`src/rtl/multi_level_counter.sv`:
```
// multi_level_counter: per-channel synchronised level counters on a shared prescaler tick, with hold/wrap/saturate/count-down modes, threshold compare and sticky overflow
module multi_level_counter #(
  parameter int N_CH     = 4,
  parameter int COUNT_W  = 8,
  parameter int TICK_MAX = 33000000
) (
  input  logic                      CLK100MHZ,
  input  logic                      reset,
  input  logic [N_CH-1:0]           clear,
  input  logic [N_CH-1:0]           lv_in,
  input  logic [2*N_CH-1:0]         mode,
  input  logic [COUNT_W-1:0]        threshold,
  output logic [N_CH*COUNT_W-1:0]   hold_count,
  output logic [N_CH-1:0]           at_threshold,
  output logic [N_CH-1:0]           ovf,
  output logic                      tick
);
  localparam int PW = TICK_MAX > 1 ? $clog2(TICK_MAX) : 1;
  localparam logic [PW-1:0] PMAX = PW'(TICK_MAX - 1);
  logic [PW-1:0] pre, pre_nxt;
  logic [N_CH-1:0] lv_m, lv_s;
  always_comb pre_nxt = pre == PMAX ? '0 : pre + 1'b1;
  always_ff @(posedge CLK100MHZ or negedge reset)
    if (!reset) begin
      pre  <= '0;
      tick <= 1'b0;
      lv_m <= '0;
      lv_s <= '0;
    end else begin
      pre  <= pre_nxt;
      tick <= pre_nxt == PMAX;
      lv_m <= lv_in;
      lv_s <= lv_m;
    end
  genvar g;
  generate
    for (g = 0; g < N_CH; g++) begin : g_ch
      logic [COUNT_W-1:0] cnt, nxt;
      logic [1:0] m;
      logic hit, o;
      always_comb begin
        m   = mode[2*g +: 2];
        nxt = m == 2'b01 ? cnt + 1'b1 :
              m == 2'b10 && !(&cnt) ? cnt + 1'b1 :
              m == 2'b11 && |cnt ? cnt - 1'b1 : cnt;
        hit = m == 2'b11 ? ~|cnt : (m[0] ^ m[1]) ? &cnt : 1'b0;
      end
      always_ff @(posedge CLK100MHZ or negedge reset)
        if (!reset) begin
          cnt <= '0;
          o   <= 1'b0;
        end else if (clear[g]) begin
          cnt <= '0;
          o   <= 1'b0;
        end else if (tick && lv_s[g]) begin
          cnt <= nxt;
          o   <= o | hit;
        end
      assign hold_count[COUNT_W*g +: COUNT_W] = cnt;
      assign at_threshold[g] = cnt >= threshold;
      assign ovf[g] = o;
    end
  endgenerate
endmodule

```
`config.mk`:
```
export PLATFORM = sky130hd
export DESIGN_NAME = multi_level_counter
export DESIGN_NICKNAME = d
export VERILOG_FILES = /design/src/rtl/multi_level_counter.sv
export SDC_FILE = /design/constraint.sdc
export NUM_CORES = 1
export LEC_CHECK = 0
export CAP_MARGIN = 20
export CORE_MARGIN = 2
export CORE_UTILIZATION = 45
export CTS_CLUSTER_SIZE = 14
export DETAILED_ROUTE_END_ITERATION = 8
export PLACE_DENSITY = 0.69
export SYNTH_ARGS = -nofsm -noshare
export SYNTH_HDL_FRONTEND = slang
export SYNTH_SLANG_ARGS = --single-unit
```
`constraint.sdc`:
```
create_clock -name CLK100MHZ -period 5.1 [get_ports CLK100MHZ]
set_clock_uncertainty 0.2 [all_clocks]
set_input_delay 1.02 -clock CLK100MHZ [delete_from_list [all_inputs] [get_ports CLK100MHZ]]
set_output_delay 1.02 -clock CLK100MHZ [all_outputs]
set_load 0.005 [all_outputs]
```
; ---- Yosys cells after proc, flatten, opt, wreduce, memory -nomap -nowiden
; Cells that the tools add are included.
[totals]
ff_bits = 70
in_bits = 26
output_inout_bits = 41
word_cells = 124
[classes]
add_sub_neg = 9
order_cmp = 4
n_eq_ne = 14
muxes = 37
n_bitwise = 8
n_reduce_logical = 40
[ops]
columns = op, count
row1 = $mux 8, 20
row2 = $eq 25x25->1 const B, 2
row3 = $add 8x1->8 const B, 4
row4 = $ge 8x8->1, 4
row5 = $reduce_and 8->1, 4
row6 = $reduce_or 8->1, 4
row7 = $sub 8x1->8 const B, 4
row8 = $add 25x1->25 const B, 1
row9 = $mux 25, 1
row10 = $eq 2x2->1 const B, 8
row11 = $mux 1, 16
row12 = $reduce_bool 4->1, 4
row13 = $logic_and 1x1->1, 12
row14 = $eq 2x1->1 const B, 4
row15 = $logic_not 1->1, 8
row16 = $reduce_and 2->1, 4
row17 = $reduce_bool 2->1, 4
row18 = $or 1x1->1, 4
row19 = $xor 1x1->1, 4

; ---- Logic depth before layout (Yosys ltp)
[logic_depth]
depth_word = 7
mapped_depth = 9
ltp_nobuf = 8

; ---- Worst setup path before layout
; No wires, ideal clock.
[synth_timing]
kind = in2out
start = input port threshold[0]
end = output port at_threshold[3]
arrival_time_ns = 2.219
required_time_ns = 3.880
path_slack_ns = 1.661
stages = 7
path_buffers = 0
path_cell_list = ha_1 -> nand2b_1 -> a21o_1 -> a21o_1 -> a211o_1 -> a21oi_1 -> o21ai_0
[synth_via]
elab_chain_cells = 1
[synth_rtl]
columns = item, line
row1 = from (decl), 12  ; input logic [COUNT_W-1:0] threshold,
row2 = $ge 8x8->1, 60  ; assign at_threshold[g] = cnt >= threshold;
row3 = to (decl), 14  ; output logic [N_CH-1:0] at_threshold,
; No other way between the ends.

; ---- Worst setup path after layout
; Ends and elaborated chain as after synthesis.

==> flow_summary.yaml <==
synthesis:
  async_reset_ff_share_pct: 100
  synth_top_area_share_pct: 33.8
  synth_most_common_cell: "dfrtp_1"
  synthTopCellsByArea: "dfrtp_1 (34%), ha_1 (14%), nor2_1 (5.0%), xnor2_1 (4.6%), a21oi_1 (3.3%)"
  synth_edf_count: 0
  yosys.area.top_type: "dfrtp_1"
  synth_area_um2: 5180
  syn_inst: 576
  ys_warn_count: 0
  ys.flop_type: "dfrtp_1"
  syn-num-nets: 659
  synth.avg_cell_area_um2: 9.00
  seq_area_frac_synth_pct: 33.8
  synth_common_cells: "dfrtp_1 (70), nor2_1 (69), ha_1 (57)"
  synth-seq-cells: 70
  synth_cell_types: 59
cells_and_area:
  nFillCells: 1043
  area_delta_synth_final_pct: 20.4
  n_antenna_cell: 0
  drive_gt1_share_pct: 5.85
  fin_area_um2: 6240
  fin_nets: 711
clock_tree:
  cts_repair_resize_count: 0
  cts.sinks: 70
  root_buffer: "clkbuf_16"
  clkTransAtPathRegs_ps: 50
  cts-htree-levels: 3
  hold_buffers: 0
  clk_latency_ps: 340
  cts_max_path_buffers: 2
  cts_buffers: 9
  post_cts_buffers: 0
  tritoncts: "yes"
die:
  start_util_pct: 45.8
  rows: 39
  die_w_um: 111
  core_um2: 11300
  io_pins: 67
  dieArea_um2: 12400
  dieHeight_um: 111
timing:
  relSlewSlack_pct: 30.7
  fin_tns_setup_ps: 0
  rsz0062_at_grt: "no"
  fin_crit_sh_pct: 90.0
  hold_ws_ps: 146
  hold_viol: 0
  setup_viol: 0
  fmax_mhz: 218
  period_minus_slack_ps: 4590
  drv_slew: 0
  tightestPinTransition_ps: 1030
  setup_slack_ps: 511
worst_setup_path:
  ff2ff_path_depth: 7
  worstPathCellList: "clkdlybuf4s50_1 > ha_1 > nand2b_1 > a21o_1 > a21o_1 > a211o_1 > a21oi_1 > o21ai_0 > clkdlybuf4s50_1"
  cp_max_fo: 4
  path_class: "primary input to primary output"
  worst_setup_path_end_kind: "primary output"
  crit_required_ps: 3880
  r2r_slack_ps: 2200
  r2r_start: "g_ch[0].cnt[1]$_DFFE_PN0P_"
  cp_slowest_stage_delay_ps: 570
  crit_arrival_ps: 3370
  rr_endpoint: "g_ch[0].cnt[6]$_DFFE_PN0P_"
  startpoint_type: "primary input"
  crit_slowest_cell: "clkdlybuf4s50_1"
power:
  ir_drop_mv: 0.181
  cellLeakagePower_uw: 0.00284
  power.internal_uw: 1130
  switching_power_uw: 350
  powerDensity_nw_per_um2: 237
  pwr-share-comb_pct: 12.2
  clock_power_share_pct: 48.1
  p_sw_share_pct: 23.7
  power_frac_seq_pct: 39.7
global_route:
  grt_pass1_vias: 4311
  grt_antenna_before_repair: 0
  met1_usage_pct: 26.2
  grt_usage_pct: 20.4
  use_met2_pct: 34.6
  busiest_layer: "met2"
  grt_pass1_wl_mm: 20.9
  grt.overflow.total: 0
  grt_max_degree: 45
  use_met3_pct: 2.99
drt:
  vias: 4493
  routed_via_density: 5.79
  drt_pass1_iterations: 4
  drt_iter0_markers: 259
  drc: 0
  wl_per_cell_um: 15.8
  routed_wl_mm: 12.2
  postRouteAntennaNets: 0
min_path:
  hold_end: "lv_s[1]$_DFF_PN0_"
  hold_path_depth: 0
  hold_path_class: "flip-flop to flip-flop"
  min_from: "lv_m[1]$_DFF_PN0_"
outcome:
  status: "completed"
run:
  maxCapViolCount: 0
placement:
  place_worst_setup_slack_ps: 514
  placed_area_um2: 5910
  dp_hpwl_mm: 8.84
  io_buffers: 66
  gp_congestion: 0.890
cell usage in the layout, fill, tap and decap left out, types with 4 or more instances in the layout:
master            n
a211o_1           5
a21o_1            9
a21oi_1          34
a31oi_1           4
and3_1            7
and4_1            9
clkbuf_16         9
clkdlybuf4s50_1  65
dfrtp_1          70
ha_1             57
inv_1            37
mux2_2            8
nand2_1          26
nand2b_1          5
nand3_1          22
nand4_1          18
nor2_1           69
nor2b_1          10
nor3_1            9
nor4_1            7
o2111ai_1         9
o211ai_1          4
o21a_1            8
o21ai_0          16
or3_1             8
or4_1             9
xnor2_1          27
xor2_1           16
per-layer routing:
layer | routed length [um] | share of wire [%] | vias up
met5 | 0 | 0 | -
met4 | 227 | 1.9 | 0
met3 | 496 | 4.1 | 19
met2 | 6000 | 49 | 121
met1 | 5510 | 45 | 2169
li1 | - | - | 2184
worst max path at each step:
stage / slack [ps] / cells after the start / startpoint / to
2_1_floorplan: 1660 / 7 / threshold[0] / at_threshold[3]
3_3_place_gp: 530 / 9 / threshold[0] / at_threshold[2]
3_5_place_dp: 510 / 9 / threshold[0] / at_threshold[2]
4_1_cts: 510 / 9 / threshold[0] / at_threshold[2]
5_1_grt: 390 / 9 / threshold[0] / at_threshold[2]
6_report: 510 / 9 / threshold[0] / at_threshold[3]
power groups by stage:
stage | clock [uW] | combinational, uW | sequential (uW)
final | 713 | 180 | 588
after global routing | 755 | 203 | 590
after CTS | 733 | 181 | 588
after detailed placement | 0 | 180 | 598
after global placement | 0 | 175 | 597
after floorplan | 0 | 107 | 591
stage by stage:
step,utilization [%],total power [uW],std cells
4_1_cts,55.2,1500,776
3_5_place_dp,52.2,778,760
6_report,55.2,1480,776
3_3_place_gp,52.2,772,760
5_1_grt,55.2,1550,776
2_1_floorplan,-,698,576
cell type report:
class	instances	area (um^2)	area share, %
inverters	37	139	2.22
clock buffers	9	225	3.61
repair buffers	68	671	10.7
multi-input cells	442	3170	50.7
clock inverters	7	113	1.80
well taps	143	179	2.87
flip-flops and latches	70	1750	28.1
critical path, delay by kind of cell:
| family | cells | cell delay (ps) |
|---|---|---|
| buffers and inverters | 2 | 1040 |
| AO/OA/AOI/OAI | 5 | 910 |
| AND/OR/NAND/NOR | 1 | 140 |
| adder cells (fa/ha/maj) | 1 | 260 |
kinds of logic (layout without fill, tap and decap cells):
| family | after synthesis | count (layout) | share of synthesized area, % |
|---|---|---|---|
| AOI/OAI and AO/OA | 112 | 112 | 15.0 |
| adders and majority gates | 57 | 57 | 13.8 |
| muxes | 11 | 11 | 2.32 |
| DFF | 70 | 70 | 33.8 |
| and+or+nand+nor | 219 | 219 | 22.7 |
| xor gates and xnor gates | 43 | 43 | 7.26 |
| buffers and inverters | 64 | 121 | 5.16 |
registers in the layout (all words and copies together), names as in the netlist:
name,flops
tick,1
lv_m,4
g_ch.cnt,32
g_ch.o,4
lv_s,4
pre,25
No activity file was read; power rests on OpenSTA's default activity.
